--- config.mk ---
export PLATFORM = sky130hd
export DESIGN_NAME = mem_load_arbiter
export DESIGN_NICKNAME = d
export VERILOG_FILES = /design/src/rtl/mem_load_arbiter.sv
export SDC_FILE = /design/constraint.sdc
export NUM_CORES = 1
export LEC_CHECK = 0
export CAP_MARGIN = 20
export CORE_MARGIN = 4
export CORE_UTILIZATION = 40
export DETAILED_ROUTE_END_ITERATION = 16
export GPL_TIMING_DRIVEN = 0
export PLACE_DENSITY = 0.87
export SETUP_SLACK_MARGIN = 0.15
export SLEW_MARGIN = 15
export SYNTH_ARGS = -nofsm -noshare
export SYNTH_HDL_FRONTEND = slang
export SYNTH_SLANG_ARGS = --single-unit
--- constraint.sdc ---
create_clock -name clk -period 2 [get_ports clk]
set_clock_uncertainty 0.05 [all_clocks]
set_input_delay 0.2 -clock clk [delete_from_list [all_inputs] [get_ports clk]]
set_output_delay 0.2 -clock clk [all_outputs]
set_load 0.02 [all_outputs]
--- src/rtl/mem_load_arbiter.sv ---
// mem_load_arbiter: shares one data-memory write port between the CPU and a
// UART image loader. While idle the CPU drives the memory directly; once a
// load starts, the loader assembles 16-bit words from pairs of received
// bytes (low byte first) and writes them to consecutive addresses while the
// CPU is stalled.
//
// Optional feature (compile-time macro LOAD_CHECKSUM_EN): after DEPTH words
// a 16-bit checksum (low byte first) is received and compared against the
// running XOR of all written words; load_err flags a mismatch.
module mem_load_arbiter #(
  parameter int unsigned DEPTH  = 16,
  parameter int unsigned ADDR_W = 4
) (
  input  logic              clk,
  input  logic              reset,
  input  logic              load_start,
  input  logic              load_abort,
  input  logic              rx_valid,
  input  logic [7:0]        rx_byte,
  input  logic              cpu_req,
  input  logic              cpu_we,
  input  logic [ADDR_W-1:0] cpu_addr,
  input  logic [15:0]       cpu_wdata,
  output logic              cpu_stall,
  output logic              mem_we,
  output logic [ADDR_W-1:0] mem_addr,
  output logic [15:0]       mem_wdata,
  output logic              load_busy,
  output logic              load_done,
  output logic [ADDR_W:0]   load_count,
  output logic              load_err
);

  localparam int unsigned      CNT_W    = ADDR_W + 1;
  localparam logic [CNT_W-1:0] LAST_CNT = CNT_W'(DEPTH - 1);
  localparam logic [CNT_W-1:0] FULL_CNT = CNT_W'(DEPTH);

  typedef enum logic [2:0] {
    S_IDLE    = 3'd0,
    S_WAIT_LO = 3'd1,
    S_WAIT_HI = 3'd2,
    S_WRITE   = 3'd3,
    S_DONE    = 3'd4
`ifdef LOAD_CHECKSUM_EN
    ,
    S_CHK_LO  = 3'd5,
    S_CHK_HI  = 3'd6
`endif
  } state_t;

  state_t            state_q;
  state_t            state_d;
  logic [ADDR_W-1:0] ptr_q;
  logic [CNT_W-1:0]  cnt_q;
  logic [7:0]        lo_q;
  logic [7:0]        hi_q;

  // Datapath strobes decoded by the FSM
  logic clr_c;
  logic cap_lo_c;
  logic cap_hi_c;
  logic wr_c;
  logic last_word_c;

`ifdef LOAD_CHECKSUM_EN
  logic [15:0] xor_q;
  logic        err_q;
  logic        chk_cmp_c;
`endif

  assign last_word_c = (cnt_q == LAST_CNT);

  // State register
  always_ff @(posedge clk or negedge reset) begin
    if (!reset) begin
      state_q <= S_IDLE;
    end else begin
      state_q <= state_d;
    end
  end

  // Next-state, memory-port mux and datapath strobes
  always_comb begin
    state_d   = state_q;
    clr_c     = 1'b0;
    cap_lo_c  = 1'b0;
    cap_hi_c  = 1'b0;
    wr_c      = 1'b0;
`ifdef LOAD_CHECKSUM_EN
    chk_cmp_c = 1'b0;
`endif
    mem_we    = 1'b0;
    mem_addr  = ptr_q;
    mem_wdata = {hi_q, lo_q};
    cpu_stall = cpu_req;

    case (state_q)
      S_IDLE: begin
        mem_we    = cpu_req & cpu_we;
        mem_addr  = cpu_addr;
        mem_wdata = cpu_wdata;
        cpu_stall = 1'b0;
        if (load_start) begin
          clr_c   = 1'b1;
          state_d = S_WAIT_LO;
        end
      end

      S_WAIT_LO: begin
        if (load_abort) begin
          state_d = S_DONE;
        end else if (rx_valid) begin
          cap_lo_c = 1'b1;
          state_d  = S_WAIT_HI;
        end
      end

      S_WAIT_HI: begin
        if (load_abort) begin
          state_d = S_DONE;
        end else if (rx_valid) begin
          cap_hi_c = 1'b1;
          state_d  = S_WRITE;
        end
      end

      S_WRITE: begin
        if (load_abort) begin
          state_d = S_DONE;
        end else begin
          wr_c   = 1'b1;
          mem_we = 1'b1;
          if (last_word_c) begin
`ifdef LOAD_CHECKSUM_EN
            state_d = S_CHK_LO;
`else
            state_d = S_DONE;
`endif
          end else if (rx_valid) begin
            // Byte arriving during the write is the next word's low byte
            cap_lo_c = 1'b1;
            state_d  = S_WAIT_HI;
          end else begin
            state_d = S_WAIT_LO;
          end
        end
      end

`ifdef LOAD_CHECKSUM_EN
      S_CHK_LO: begin
        if (load_abort) begin
          state_d = S_DONE;
        end else if (rx_valid) begin
          cap_lo_c = 1'b1;
          state_d  = S_CHK_HI;
        end
      end

      S_CHK_HI: begin
        if (load_abort) begin
          state_d = S_DONE;
        end else if (rx_valid) begin
          chk_cmp_c = 1'b1;
          state_d   = S_DONE;
        end
      end
`endif

      S_DONE: begin
        state_d = S_IDLE;
      end

      default: begin
        state_d = S_IDLE;
      end
    endcase
  end

  // Load pointer, word count and received-byte registers
  always_ff @(posedge clk or negedge reset) begin
    if (!reset) begin
      ptr_q <= '0;
      cnt_q <= '0;
      lo_q  <= '0;
      hi_q  <= '0;
    end else begin
      if (clr_c) begin
        ptr_q <= '0;
        cnt_q <= '0;
      end else if (wr_c) begin
        ptr_q <= ptr_q + ADDR_W'(1);
        if (cnt_q != FULL_CNT) begin
          cnt_q <= cnt_q + CNT_W'(1);
        end
      end
      if (cap_lo_c) begin
        lo_q <= rx_byte;
      end
      if (cap_hi_c) begin
        hi_q <= rx_byte;
      end
    end
  end

`ifdef LOAD_CHECKSUM_EN
  // Running XOR of written words and checksum-mismatch flag
  always_ff @(posedge clk or negedge reset) begin
    if (!reset) begin
      xor_q <= '0;
      err_q <= 1'b0;
    end else begin
      if (clr_c) begin
        xor_q <= '0;
        err_q <= 1'b0;
      end else begin
        if (wr_c) begin
          xor_q <= xor_q ^ {hi_q, lo_q};
        end
        if (chk_cmp_c) begin
          err_q <= ({rx_byte, lo_q} != xor_q);
        end
      end
    end
  end

  assign load_err = err_q;
`else
  assign load_err = 1'b0;
`endif

  assign load_busy  = (state_q != S_IDLE);
  assign load_done  = (state_q == S_DONE);
  assign load_count = cnt_q;

endmodule

After elaboration in Yosys (flattened, before gate mapping)
Index checks and enable logic that the tools add are counted.

storage, ports and cells
  register bits after elaboration = 28
  input port bits = 35
  logic and storage cells = 51

cells by class
  add/sub/neg operators = 2
  eq/ne operators = 9
  mux-type cells = 28
  bitwise logic cells = 1
  reductions and logical operators = 6

operator list
  cell                                                  number
  two-way mux 3 bit                                     7
  two-way mux 16 bit                                    1
  two-way mux 5 bit                                     3
  two-way mux 4 bit                                     3
  one-hot mux 3 bit (4 select lines)                    1
  two-way mux 1 bit                                     10
  equality test 3 x 2 -> 1 bit (second input constant)  2
  inequality test 3 bit (second input constant)         2
  adder 5 x 1 -> 5 bit (second input constant)          1
  equality test 5 x 4 -> 1 bit (second input constant)  1
  inequality test 5 bit (second input constant)         1
  adder 4 x 1 -> 4 bit (second input constant)          1
  one-hot mux 1 bit (2 select lines)                    2
  nonzero test 2 bit                                    2
  equality test 3 x 1 -> 1 bit (second input constant)  1
  equality test 3 bit (second input constant)           1
  logical NOT 3 bit                                     1
  AND reduction 3 bit                                   1
  nonzero test 3 bit                                    1
  two-way mux 2 bit                                     1
  inequality test 2 bit (second input constant)         1
  AND reduction 2 bit                                   1
  bitwise AND 1 bit                                     1

Longest topological paths before layout
  word-level depth = 4
  gate-level depth with buffers = 6
  mapped depth without buffers = 6

Least setup slack after synthesis
No wires, ideal clock.

  path type = register to register
  start point = register cnt_q[0] (netlist: load_count[0])
  end point = register lo_q[0]
  library setup time = 125 ps
  arrival time = 1715 ps
  data required time = 1825 ps
  path slack = 110 ps
  stages on the path, launching flop included = 7
  path buffers = 0
  clock period less this slack = 1890 ps
  path through = dfrtp_1 ha_1 and3_1 ha_1 nand2_1 nand4_2 mux2_2

on the way
  cells in the longest elaborated chain, start to end = 4

RTL lines
  what                                line  RTL
  from (decl)                         54    logic [CNT_W-1:0] cnt_q;
  from (signal assigned)              193   cnt_q <= cnt_q + CNT_W'(1);
  equality test 5 x 4 -> 1 bit        71    assign last_word_c = (cnt_q == LAST_CNT);
  two-way mux 1 bit                   133   if (last_word_c) begin
  two-way mux 1 bit                   128   if (load_abort) begin
  one-hot mux 1 bit (2 select lines)  97    case (state_q)
  to (signal assigned)                197   lo_q <= rx_byte;
  to (decl)                           55    logic [7:0] lo_q;

No other way between the ends.
A chain may end at the register's enable or synchronous reset.

Worst setup path after layout
  start point = register state_q[2]
  end point = output mem_wdata[11]

on the way
  cells in the longest elaborated chain, start to end = 2

RTL lines
  what                    line  RTL
  from (decl)             51    state_t state_q;
  from (signal assigned)  78    state_q <= state_d;
  logical NOT 3 bit       97
  two-way mux 16 bit      97
  to (decl)               27    output logic [15:0] mem_wdata,

No other way between the ends.

==> metrics.yaml <==
sta:
  max_freq_mhz: 505.1
  finalHoldViolations: 0
  maxSlewViolCount: 0
  rsz0062_at_grt: "true"
  tightest_slew_ns: 0.6174
  slew_headroom_pct: 58.84
  hold_ws_ns: 0.2454
  fin_crit_sh_pct: 99.00
  fin_crit_ns: 1.980
  tns_ns: 0
  setup_viol: 0
placed_design:
  dpl_cell_area_um2: 2248
  hpwlAfterDp_um: 2850
  port_buffers: 62
  place_inst: 241
  place_congestion: 0.7930
global_routing:
  first_global_vias: 1322
  grt_max_degree: 29
  grt_pass1_wl_um: 6748
  gr-usage-met2_pct: 29.83
  busiest_layer: "met2"
  overflow: 0
  use_met3_pct: 3.551
  antenna_found_initial: 0
  grt_use_total_pct: 16.92
  grtUsageMet1_pct: 21.67
route:
  vias: 1335
  wl_um: 4365
  viasPerCell: 5.115
  drt_first_iter_violations: 59
  drc_errors: 0
  firstDrtPassIters: 4
  drtAntennaViolNets: 0
  post_drt_wl_per_cell_um: 16.72
clock_tree:
  clockBufferDepth: 2
  h-tree-depth: 1
  cts_tree: "done"
  clock_latency_ns: 0.27
  numCtsBuffers: 3
  clk_pin_slew_ns: 0.09
  clock_sink_count: 28
  cts_root_buf: "clkbuf_8"
floorplan:
  die_h_um: 70.53
  die_area_um2: 4974
  pin_count: 65
  core_um2: 3716
  die_w_um: 70.53
  rows: 22
  start_util_pct: 42.09
synth:
  yosysSeqAreaShare_pct: 44.80
  synth.cell_area_um2: 1564
  ys_seq_elements: 28
  yosysTopAreaCellShare_pct: 44.80
  syn_inst: 131
  synth_area_leader_cell: "dfrtp_1"
  syn_area_per_cell_um2: 11.94
  syn_nets: 170
  ys_types: 37
  ys.warnings.count: 0
  synth.area.top_cells: "dfrtp_1, mux2_2, mux2_1, ha_1, inv_1"
power:
  p_total_w: 0.003561
  ir_worst_vdd_uv: 452.6
  leakage_nw: 1.223
  cellPowerDensity_nw_per_um2: 1366
critical_path:
  timing.critical_path.from_type: "flop"
  cp_max_fo: 6
  worst-endpoint-required_ns: 1.75
  crit_type: "reg2out"
  arrival_ns: 1.73
  cp-end-kind: "output pin"
layout:
  final-seq-area_um2: 701.9
  antenna_cells: 0
  fin_cells: 261
  final_nets: 253
  layout-drive-gt1-share_pct: 41.78
  fill_cells: 243
  area_growth_pct: 66.72
  multi_input_area_um2: 920.9
  fin_area_um2: 2608
flow_run:
  maxCapViolCount: 0
worst_hold_path:
  hp-class: "in2reg"
outcome:
  run_status: "finished, final reports clean"
-- Yosys cell counts --
cell	n
a21o_1	1
mux2_1	9
nor3_2	1
and2_1	2
nor3_1	1
inv_1	8
xor2_1	1
nand4bb_1	1
nand4bb_2	1
conb_1	1
nand3_2	1
a211oi_1	1
a21oi_1	5
nand4_2	1
xnor2_1	1
buf_4	3
and3_1	1
o21ai_0	2
a31o_1	1
or3_1	2
a22o_1	2
and4bb_2	1
mux2_2	28
o22ai_1	1
nand2_1	5
buf_2	2
nor2_1	5
clkbuf_1	1
nor4b_4	1
a22oi_1	1
and2b_1	1
a32oi_1	1
ha_1	4
nand3_1	4
nor2b_1	1
a31oi_1	1
dfrtp_1	28
-- logic make-up (layout without fill, tap and decap cells) --
logic type,count (synthesis),count (layout),share of synthesized area [%]
compound gates,16,16,6.721
xor+xnor,2,2,1.120
fa+ha+maj,4,4,3.200
buf+inv,14,96,4.240
flops,28,28,44.80
mux,37,37,26.64
other cells,1,1,0.2398
simple gates,29,29,13.04
-- through the flow --
stage | util (%) | setup slack, ns
2_1_floorplan | - | 0.1570
3_3_place_gp | 60.64 | -0.3734
3_5_place_dp | 60.51 | -0.3873
4_1_cts | 68.52 | 0.03126
5_1_grt | 70.17 | -0.05263
6_report | 70.17 | 0.02004
-- flip-flops by register name (all words and copies together) (netlist names) --
| signal | count |
|---|---|
| load_count | 5 |
| state_q | 3 |
| hi_q | 8 |
| ptr_q | 4 |
| lo_q | 8 |
-- path summary, 6_finish.rpt --
| check | startpoint | to | cells after the start | slack (ns) |
|---|---|---|---|---|
| min in group asynchronous | reset | hi_q[5]$_DFFE_PN0P_ | 2 | 0.43 |
| min | load_abort | state_q[1]$_DFFE_PN0P_ | 2 | 0.25 |
| max reg2reg | load_count[1]$_DFFE_PN0P_ | lo_q[4]$_DFFE_PN0P_ | 6 | 0.23 |
| max in group asynchronous | reset | state_q[1]$_DFFE_PN0P_ | 2 | 1.03 |
| max | state_q[2]$_DFFE_PN0P_ | mem_wdata[11] | 6 | 0.02 |
| min reg2reg | hi_q[7]$_DFFE_PN0P_ | hi_q[7]$_DFFE_PN0P_ | 1 | 0.46 |
-- critical path, stage by stage (launching register included) --
cell and delay [ns]:
dfrtp_1 0.38, buf_6 0.13, nor3_4 0.22, buf_6 0.15, buf_8 0.13, mux2_4 0.31
buf_6 0.13
-- report_power, final --
| group | internal, W | total (W) | leakage, nW | switching, W |
|---|---|---|---|---|
| sequential | 0.000752 | 0.000872 | 0.363 | 0.000120 |
| combinational | 0.00135 | 0.00234 | 0.831 | 0.000994 |
| clock | 0.000176 | 0.000346 | 0.0288 | 0.000170 |
| total | 0.00228 | 0.00356 | 1.22 | 0.00129 |
-- area by class of cell --
class                           count  area share [%]
Multi-Input combinational cell     89           35.32
Clock buffer                        4           2.111
Buffer                              6           2.447
Inverter                            8           1.152
Timing Repair Buffer               78           29.75
Sequential cell                    28           26.92
Tap cell                           48           2.303
-- repair_timing --
action | 4_1_cts | 5_1_grt
setup buffers | 7 | 6
endpoints found under the hold margin | 28 | 0
pin swaps | 3 | 2
hold buffers | 1 | 0
gates cloned | 2 | 0
resized for setup | 171 | 8
endpoints found under the setup margin | 32 | 40
-- placed cells by master (no fill, tap or decap), types with 2 or more instances in the layout --
cell | netlist | final
buf_4 | 3 | 11
buf_8 | 0 | 3
or3_1 | 2 | 2
nand2_2 | 0 | 2
nand3_1 | 4 | 3
a21oi_1 | 5 | 5
mux2_4 | 0 | 21
mux2_1 | 9 | 8
buf_6 | 0 | 27
o21ai_0 | 2 | 2
ha_1 | 4 | 2
ha_2 | 0 | 2
mux2_2 | 28 | 8
clkdlybuf4s50_1 | 0 | 37
nand3_4 | 0 | 2
nor2_1 | 5 | 5
inv_1 | 8 | 8
nand2_1 | 5 | 3
and2_1 | 2 | 2
clkbuf_8 | 0 | 4
a22o_1 | 2 | 2
dfrtp_1 | 28 | 27
clkbuf_2 | 0 | 2
-- per-layer routing --
layer | wire (um) | vias up | share of wire, %
li1 | - | 631 | -
met1 | 1929 | 645 | 44
met2 | 2133 | 56 | 49
met3 | 275 | 3 | 6.3
met4 | 27 | 0 | 0.62
met5 | 0 | - | 0
(Power assumes the default switching activity.)
